==> config.mk <==
export PLATFORM = sky130hd
export DESIGN_NAME = muldiv_alu
export DESIGN_NICKNAME = d
export VERILOG_FILES = /design/src/rtl/muldiv_alu.sv
export SDC_FILE = /design/constraint.sdc
export NUM_CORES = 1
export LEC_CHECK = 0
export CORE_MARGIN = 5
export CORE_UTILIZATION = 35
export CTS_BUF_LIST = sky130_fd_sc_hd__clkbuf_16
export DETAILED_ROUTE_END_ITERATION = 16
export GPL_TIMING_DRIVEN = 0
export PLACE_DENSITY_LB_ADDON = 0.15
export SETUP_SLACK_MARGIN = 0.3
export SLEW_MARGIN = 15
export SYNTH_ARGS = -nofsm -noshare
export SYNTH_HDL_FRONTEND = slang
export SYNTH_SLANG_ARGS = --single-unit
==> constraint.sdc <==
create_clock -name clk -period 3 [get_ports clk]
set_input_delay 0.6 -clock clk [delete_from_list [all_inputs] [get_ports clk]]
set_output_delay 0.6 -clock clk [all_outputs]
set_load 0.005 [all_outputs]
==> src/rtl/muldiv_alu.sv <==
// Single-cycle ALU plus an optional one-bit-per-cycle multiply/divide unit behind a valid/ready handshake.
// Define ALU_MULDIV_EN to build the iterative mul/div datapath; otherwise ops 16-23 are reported illegal.
`ifndef XLEN
`define XLEN 32
`endif

module muldiv_alu #(
    parameter int N = `XLEN
) (
    input  logic         clk,
    input  logic         rst_n,
    input  logic         in_valid,
    output logic         in_ready,
    input  logic [N-1:0] a,
    input  logic [N-1:0] b,
    input  logic [4:0]   op,
    input  logic         flush,
    output logic         out_valid,
    input  logic         out_ready,
    output logic [N-1:0] result,
    output logic         illegal
);

    localparam logic [4:0] OP_ADD    = 5'd0;
    localparam logic [4:0] OP_SUB    = 5'd1;
    localparam logic [4:0] OP_AND    = 5'd2;
    localparam logic [4:0] OP_OR     = 5'd3;
    localparam logic [4:0] OP_XOR    = 5'd4;
    localparam logic [4:0] OP_EQ     = 5'd5;
    localparam logic [4:0] OP_NE     = 5'd6;
    localparam logic [4:0] OP_SLT    = 5'd7;
    localparam logic [4:0] OP_SLTU   = 5'd8;
    localparam logic [4:0] OP_SGE    = 5'd9;
    localparam logic [4:0] OP_SGEU   = 5'd10;

    typedef enum logic [1:0] {
        IDLE,
        BUSY,
        DONE
    } state_t;

    state_t       state_q, state_d;
    logic [N-1:0] result_q, result_d;
    logic         illegal_q, illegal_d;
    logic [N-1:0] alu_res;
    logic         alu_op;
    logic         accept;

    assign in_ready  = (state_q == IDLE) && !flush;
    assign accept    = in_valid && in_ready;
    assign out_valid = (state_q == DONE);
    assign result    = result_q;
    assign illegal   = illegal_q;

    always_comb begin
        alu_res = '0;
        alu_op  = 1'b1;
        case (op)
            OP_ADD:  alu_res = a + b;
            OP_SUB:  alu_res = a - b;
            OP_AND:  alu_res = a & b;
            OP_OR:   alu_res = a | b;
            OP_XOR:  alu_res = a ^ b;
            OP_EQ:   alu_res = {{(N-1){1'b0}}, a == b};
            OP_NE:   alu_res = {{(N-1){1'b0}}, a != b};
            OP_SLT:  alu_res = {{(N-1){1'b0}}, $signed(a) < $signed(b)};
            OP_SLTU: alu_res = {{(N-1){1'b0}}, a < b};
            OP_SGE:  alu_res = {{(N-1){1'b0}}, $signed(a) >= $signed(b)};
            OP_SGEU: alu_res = {{(N-1){1'b0}}, a >= b};
            default: alu_op  = 1'b0;
        endcase
    end

`ifdef ALU_MULDIV_EN
    localparam logic [4:0] OP_MULH   = 5'd17;
    localparam logic [4:0] OP_MULHSU = 5'd18;
    localparam logic [4:0] OP_DIV    = 5'd20;
    localparam logic [4:0] OP_REM    = 5'd22;
    localparam int         CW        = $clog2(N);

    logic [2:0]     mop_q, mop_d;
    logic [N-1:0]   m_q, m_d;
    logic [2*N-1:0] p_q, p_d;
    logic [CW-1:0]  cnt_q, cnt_d;
    logic           neg_q, neg_d;
    logic [N-1:0]   a_q, a_d;
    logic           bz_q, bz_d;

    logic           md_op, a_sgn, b_sgn, a_neg, b_neg;
    logic [N-1:0]   a_mag, b_mag;
    logic [N:0]     add_sum, sh;
    logic [N+1:0]   diff;
    logic           fit;
    logic [2*N-1:0] p_step, prod;
    logic [N-1:0]   dsel, md_res;

    // Operands are reduced to magnitudes at accept; the sign is re-applied once at the end.
    always_comb begin
        md_op = (op[4:3] == 2'b10);
        a_sgn = (op == OP_MULH) || (op == OP_MULHSU) || (op == OP_DIV) || (op == OP_REM);
        b_sgn = (op == OP_MULH) || (op == OP_DIV) || (op == OP_REM);
        a_neg = a_sgn && a[N-1];
        b_neg = b_sgn && b[N-1];
        a_mag = a_neg ? -a : a;
        b_mag = b_neg ? -b : b;
    end

    // p_q holds {acc, multiplier} for multiply and {remainder, quotient} for divide.
    always_comb begin
        add_sum = {1'b0, p_q[2*N-1:N]} + (p_q[0] ? {1'b0, m_q} : '0);
        sh      = {p_q[2*N-1:N], p_q[N-1]};
        diff    = {1'b0, sh} - {2'b00, m_q};
        fit     = !diff[N+1];
        if (mop_q[2]) p_step = {fit ? diff[N-1:0] : sh[N-1:0], p_q[N-2:0], fit};
        else          p_step = {add_sum, p_q[N-1:1]};
        prod = neg_q ? -p_step : p_step;
        dsel = mop_q[1] ? p_step[2*N-1:N] : p_step[N-1:0];
        if (!mop_q[2])  md_res = (mop_q[1:0] == 2'b00) ? prod[N-1:0] : prod[2*N-1:N];
        else if (bz_q)  md_res = mop_q[1] ? a_q : '1;
        else            md_res = neg_q ? -dsel : dsel;
    end
`endif

    always_comb begin
        state_d   = state_q;
        result_d  = result_q;
        illegal_d = illegal_q;
`ifdef ALU_MULDIV_EN
        mop_d = mop_q;
        m_d   = m_q;
        p_d   = p_q;
        cnt_d = cnt_q;
        neg_d = neg_q;
        a_d   = a_q;
        bz_d  = bz_q;
`endif
        if (flush) begin
            state_d = IDLE;
        end else begin
            case (state_q)
                IDLE: begin
                    if (accept) begin
                        if (alu_op) begin
                            state_d   = DONE;
                            result_d  = alu_res;
                            illegal_d = 1'b0;
                        end
`ifdef ALU_MULDIV_EN
                        else if (md_op) begin
                            state_d   = BUSY;
                            illegal_d = 1'b0;
                            mop_d     = op[2:0];
                            cnt_d     = '0;
                            a_d       = a;
                            bz_d      = (b == '0);
                            if (op[2]) begin
                                m_d   = b_mag;
                                p_d   = {{N{1'b0}}, a_mag};
                                neg_d = op[1] ? a_neg : (a_neg ^ b_neg);
                            end else begin
                                m_d   = a_mag;
                                p_d   = {{N{1'b0}}, b_mag};
                                neg_d = a_neg ^ b_neg;
                            end
                        end
`endif
                        else begin
                            state_d   = DONE;
                            result_d  = '0;
                            illegal_d = 1'b1;
                        end
                    end
                end
                BUSY: begin
`ifdef ALU_MULDIV_EN
                    p_d   = p_step;
                    cnt_d = cnt_q + 1'b1;
                    if (cnt_q == CW'(N-1)) begin
                        state_d  = DONE;
                        result_d = md_res;
                    end
`else
                    state_d = IDLE;
`endif
                end
                DONE: begin
                    if (out_ready) state_d = IDLE;
                end
                default: state_d = IDLE;
            endcase
        end
    end

    always_ff @(posedge clk) begin
        if (!rst_n) begin
            state_q   <= IDLE;
            result_q  <= '0;
            illegal_q <= 1'b0;
`ifdef ALU_MULDIV_EN
            mop_q <= '0;
            m_q   <= '0;
            p_q   <= '0;
            cnt_q <= '0;
            neg_q <= 1'b0;
            a_q   <= '0;
            bz_q  <= 1'b0;
`endif
        end else begin
            state_q   <= state_d;
            result_q  <= result_d;
            illegal_q <= illegal_d;
`ifdef ALU_MULDIV_EN
            mop_q <= mop_d;
            m_q   <= m_d;
            p_q   <= p_d;
            cnt_q <= cnt_d;
            neg_q <= neg_d;
            a_q   <= a_d;
            bz_q  <= bz_d;
`endif
        end
    end

endmodule
# Word-level counts from Yosys, hierarchy flattened
# Index checks and enable logic that the tools add are counted.
[totals] reg_bits=35 out_inout_bits=35 ram_bits=0 latch_bits=0 mem_count=0 inputBits=74 wordCells=45 rom_bits=0
[classes] n_reduce_logical=9 multipliers=0 magnitude_cmp=4 n_mux=7 add_sub_neg=2 eq_ne=15 div_mod_pow=0 bitwise=5 n_shift=0
[op_table] operator="$pmux 32 s11" n=1
[op_table] operator="$ge 32x32->1" n=2
[op_table] operator="$lt 32x32->1" n=2
[op_table] operator="$add 32x32->32" n=1
[op_table] operator="$and 32x32->32" n=1
[op_table] operator="$eq 32x32->1" n=1
[op_table] operator="$mux 32" n=1
[op_table] operator="$ne 32x32->1" n=1
[op_table] operator="$or 32x32->32" n=1
[op_table] operator="$sub 32x32->32" n=1
[op_table] operator="$xor 32x32->32" n=1
[op_table] operator="$eq 5x3->1 const B" n=4
[op_table] operator="$eq 5x4->1 const B" n=3
[op_table] operator="$reduce_or 11->1" n=1
[op_table] operator="$eq 5x2->1 const B" n=2
[op_table] operator="$eq 5x1->1 const B" n=1
[op_table] operator="$logic_not 5->1" n=1
[op_table] operator="$mux 2" n=2
[op_table] operator="$pmux 2 s2" n=1
[op_table] operator="$reduce_and 3->1" n=1
[op_table] operator="$eq 2x2->1 const B" n=1
[op_table] operator="$logic_and 1x1->1" n=2
[op_table] operator="$logic_not 2->1" n=1
[op_table] operator="$mux 1" n=2
[op_table] operator="other kinds (6)" n=7

# Logic depth before layout (Yosys ltp)
[depth] depth_word=5 depth_mapped=13 depth_no_buf=13

# Worst setup path before layout
# No wires, ideal clock.
[synth_path] kind="input-to-reg" start="input port a[0]" end="register result_q[30] (netlist: result[30])" setup_slack_ns=-0.193 t_required_ns=2.871 n_path_buf=0 setup_time_ns=0.129 path_stages=11 arrival_time_ns=3.064 cell_sequence="ha_1 > fa_1 > a211oi_4 > o21ai_2 > a31oi_2 > a31oi_1 > a221o_1 > a311oi_2 > mux2_1 > nand3_1 > o211ai_2"
[synth_via] elab_chain_len=3 word_cells_on_any_way=4 cone_classes="add/sub: 2; mux: 2"
[synth_rtl] item="start: declaration" line_no="14" rtl="input logic [N-1:0] a,"
[synth_rtl] item="$sub 32x32->32 / $add 32x32->32 (equally long branches)" line_no="60, 59"
[synth_rtl] item="$pmux 32 s11 *" line_no="58" rtl="case (op)"
[synth_rtl] item="$mux 32 *" line_no="143" rtl="if (alu_op) begin"
[synth_rtl] item="end signal: assignment" line_no="210" rtl="result_q <= result_d;"
[synth_rtl] item="end: declaration" line_no="43" rtl="logic [N-1:0] result_q, result_d;"
# Mark *: on every way between the ends. The rest lies on a longest branch, timed or not.
# A chain may end at the register's enable or synchronous reset.

# Final worst setup path
[layout_path] start="input port b[0]" end="register result_q[30] (netlist: result[30])"
[layout_via] elab_chain_len=3 word_cells_on_any_way=4 cone_classes="add/sub: 2; mux: 2"
[layout_rtl] item="start: declaration" line_no="15" rtl="input logic [N-1:0] b,"
[layout_rtl] item="$sub 32x32->32 / $add 32x32->32 (equally long branches)" line_no="60, 59"
[layout_rtl] item="$pmux 32 s11 *" line_no="58"
[layout_rtl] item="$mux 32 *" line_no="143"
# Marks and branches as above.

==> impl_metrics.yaml <==
setup_path:
  slowest_stage: "a311oi_2"
  cp_slowest_stage_delay_ps: 390
  arrival_ps: 3330
  start_kind: "input port"
  critical_path.max_fanout: 3
  path_buf_inv: 1
  critical_path_class: "input port to flop"
  crit_chain: "buf_8, ha_4, fa_2, a211oi_4, o21ai_4, a31oi_4, a31oi_4, a221o_1, a311oi_2, mux2_4, nand3_2, o211ai_2"
  cp_top_family: "compound AO/OA/AOI/OAI gates"
  required_ps: 3180
  crit_path_frequent_cell: "a31oi_4"
  endpoint_kind: "flop"
drt:
  drc: 0
  wl_per_cell_um: 21.9
  drtPass1Iterations: 6
  drt_first_iter_violations: 1190
  routed_via_density: 6.28
  postRouteWirelength_mm: 31.5
  ant_nets: 0
  route.vias.total: 9039
yosys:
  syn_inst: 941
  yosysSeqAreaShare_pct: 10.6
  ys_async_sr_fraction_pct: 0
  syn_area_per_cell_um2: 6.85
  ys_ff_latch: 34
  synth-main-ff-cell: "dfxtp_1"
  syn_nets: 1113
  synth_edf_count: 0
  synth_cell_types: 82
  synthesis.area_um2: 6440
  yosysWarnings: 0
timing:
  fin_setup_tns_ps: -177
  hold_viol: 0
  setup_viol: 3
  max_freq_ghz: 0.317
  rsz0062_at_grt: "true"
  clock_skew_ps: 10.7
  fin_ws_ps: -155
  min_period_over_period_pct: 105
  maxSlewViolCount: 0
  tightest_slew_ps: 850
  relSlewSlack_pct: 43.3
  finalCriticalPeriod_ps: 3160
  hold_ws_ps: 444
power:
  leakagePower_nw: 4.57
  switchingPower_mw: 1.26
  powerDensity_nw_per_um2: 264
  pwr-share-clk_pct: 18.9
  ir_drop_mv: 0.217
  comb_power_share_pct: 65.0
  switching_share_pct: 43.6
  p_int_mw: 1.64
  power_frac_seq_pct: 16.1
clock_tree:
  cts-root-buf: "clkbuf_16"
  clock_sink_count: 34
  cts_made_buffers: 5
  cts_tree: "yes"
  h-tree-depth: 2
  cts.clk_slew.worst_paths_ps: 70
  clkLatencyLatePin_ps: 300
  ctsLongestPathBuffers: 2
floorplan:
  die-area_um2: 21200
  pin_count: 109
  start_util_pct: 35.8
  num_rows: 49
  core_um2: 18000
  chipHeight_um: 146
  die_w_um: 146
grt:
  grt_pass1_wl_mm: 46.7
  grt_antenna_before_repair: 0
  grt_start_max_net_pins: 11
  grt-ovfl-total: 0
  grtUsageTotal_pct: 26.8
  grt_pass1_vias: 8533
placement:
  placed_cell_area_um2: 8000
  hpwl_mm: 20.4
  place_ws_ps: -1180
  portBuffers: 108
  gp_congestion: 0.938
finish:
  area_growth_pct: 70.3
  nets: 1381
  final_area_um2: 11000
  drive_above_1_share_pct: 41.6
run:
  maxCapViolations: 0
worst_hold_path:
  hp-class: "flop to flop"
outcome:
  violations: "negative setup slack"
  status: "finished, violations left"
kinds of logic after synthesis:
group,synth area share [%]
flip-flops,10.6
buffers and inverters,10.3
multiplexers,0.641
AO/OA/AOI/OAI,39.1
adder cells (fa/ha/maj),19.3
AND/OR/NAND/NOR,20.2
synth_stat cells, types with 10 or more instances:
cell / count / area (um2)
nor3_1: 19 / 95.1
nand4_1: 12 / 75.1
clkbuf_1: 41 / 154
o31ai_1: 13 / 97.6
o21bai_1: 12 / 90.1
ha_1: 96 / 1200
a31oi_1: 10 / 62.6
a211oi_1: 18 / 135
nor4_1: 13 / 81.3
nor2_1: 86 / 323
o211ai_1: 17 / 128
o21ai_0: 70 / 350
dfxtp_1: 34 / 681
nand2_1: 74 / 278
buf_2: 11 / 55.1
nand3_1: 21 / 105
a21o_1: 14 / 105
a21oi_1: 110 / 551
inv_1: 99 / 372
final cells by class:
class                           instances  area (um2)
Timing Repair Buffer                  261        2300
Buffer                                 60         572
Clock buffer                            5         125
Multi-Input combinational cell        748        6580
Tap cell                              229         287
Fill cell                            1614        7050
Clock inverter                          2        10.0
Inverter                               99         425
Sequential cell                        34         681
Antenna cell                            1        2.50
per-layer routing:
| metal | vias to the layer above | wire length, um | global-route usage [%] | share of wire (%) |
|---|---|---|---|---|
| li1 | 3994 | - | - | - |
| met1 | 4253 | 12500 | 34.9 | 40 |
| met2 | 638 | 14200 | 43.1 | 45 |
| met3 | 154 | 3240 | 5.42 | 10 |
| met4 | 0 | 1460 | 11.6 | 4.7 |
| met5 | - | 0 | 0 | 0 |
path summary, 6_finish.rpt:
kind | startpoint | end | slack, ps | depth (start not counted)
setup / recovery | b[0] | result[30] | -160 | 12
hold / removal | result[24] | result[24] | 440 | 2
hold reg to reg | result[24] | result[24] | 440 | 2
setup reg to reg | state_q[1] | result[14] | 830 | 7
per-stage QoR:
step                util, %  power (mW)  cells
CTS                    56.5        2.59   1391
finish                 60.9        2.90   1439
detailed placement     44.4        1.58   1278
global placement       44.4        1.58   1278
global route           60.9        3.00   1438
floorplan                 -        1.20    941
what timing repair did:
action	in CTS	in global routing
pin swaps	110	63
hold endpoints to repair	0	0
resized for setup	480	154
setup buffers	106	47
endpoints found under the setup margin	33	31
hold buffers	0	0
gates cloned	0	0
power groups by stage:
| stage | Combinational [mW] | Sequential (mW) | Clock (mW) |
|---|---|---|---|
| after global routing | 1.98 | 0.467 | 0.549 |
| after floorplan | 0.724 | 0.476 | 0 |
| final | 1.89 | 0.466 | 0.549 |
| after CTS | 1.59 | 0.466 | 0.540 |
| after global placement | 1.10 | 0.476 | 0 |
| after detailed placement | 1.10 | 0.476 | 0 |
sequential cells by signal, indices dropped and copies added, names as in the netlist:
| name | cells |
|---|---|
| state_q | 1 |
| result | 32 |
| illegal | 1 |
layout by cell type (no fill, tap or decap), drive strengths merged, types with 12 or more instances in the layout:
| master | Yosys | routed |
|---|---|---|
| buf | 16 | 206 |
| dlygate4sd2 | 0 | 16 |
| a211oi | 22 | 22 |
| nand3 | 21 | 21 |
| ha | 96 | 96 |
| o21bai | 12 | 12 |
| nor3 | 19 | 19 |
| nand4 | 12 | 12 |
| nor4 | 13 | 13 |
| o31ai | 13 | 13 |
| clkdlybuf4s50 | 0 | 52 |
| clkbuf | 44 | 48 |
| nand2 | 74 | 74 |
| nor2 | 86 | 86 |
| o21ai | 73 | 73 |
| a21oi | 110 | 110 |
| a21o | 14 | 14 |
| o211ai | 18 | 18 |
| inv | 99 | 96 |
| dfxtp | 34 | 34 |
worst reg2reg max path, cell delays in order (launching register included):
cell and delay [ps]:
dfxtp_1 330, nor2_2 240, nand2_4 170, a211oi_4 240, buf_4 200, nand2_1 140, clkbuf_1 420, o31ai_1 340
No activity file was read; power rests on OpenSTA's default activity.
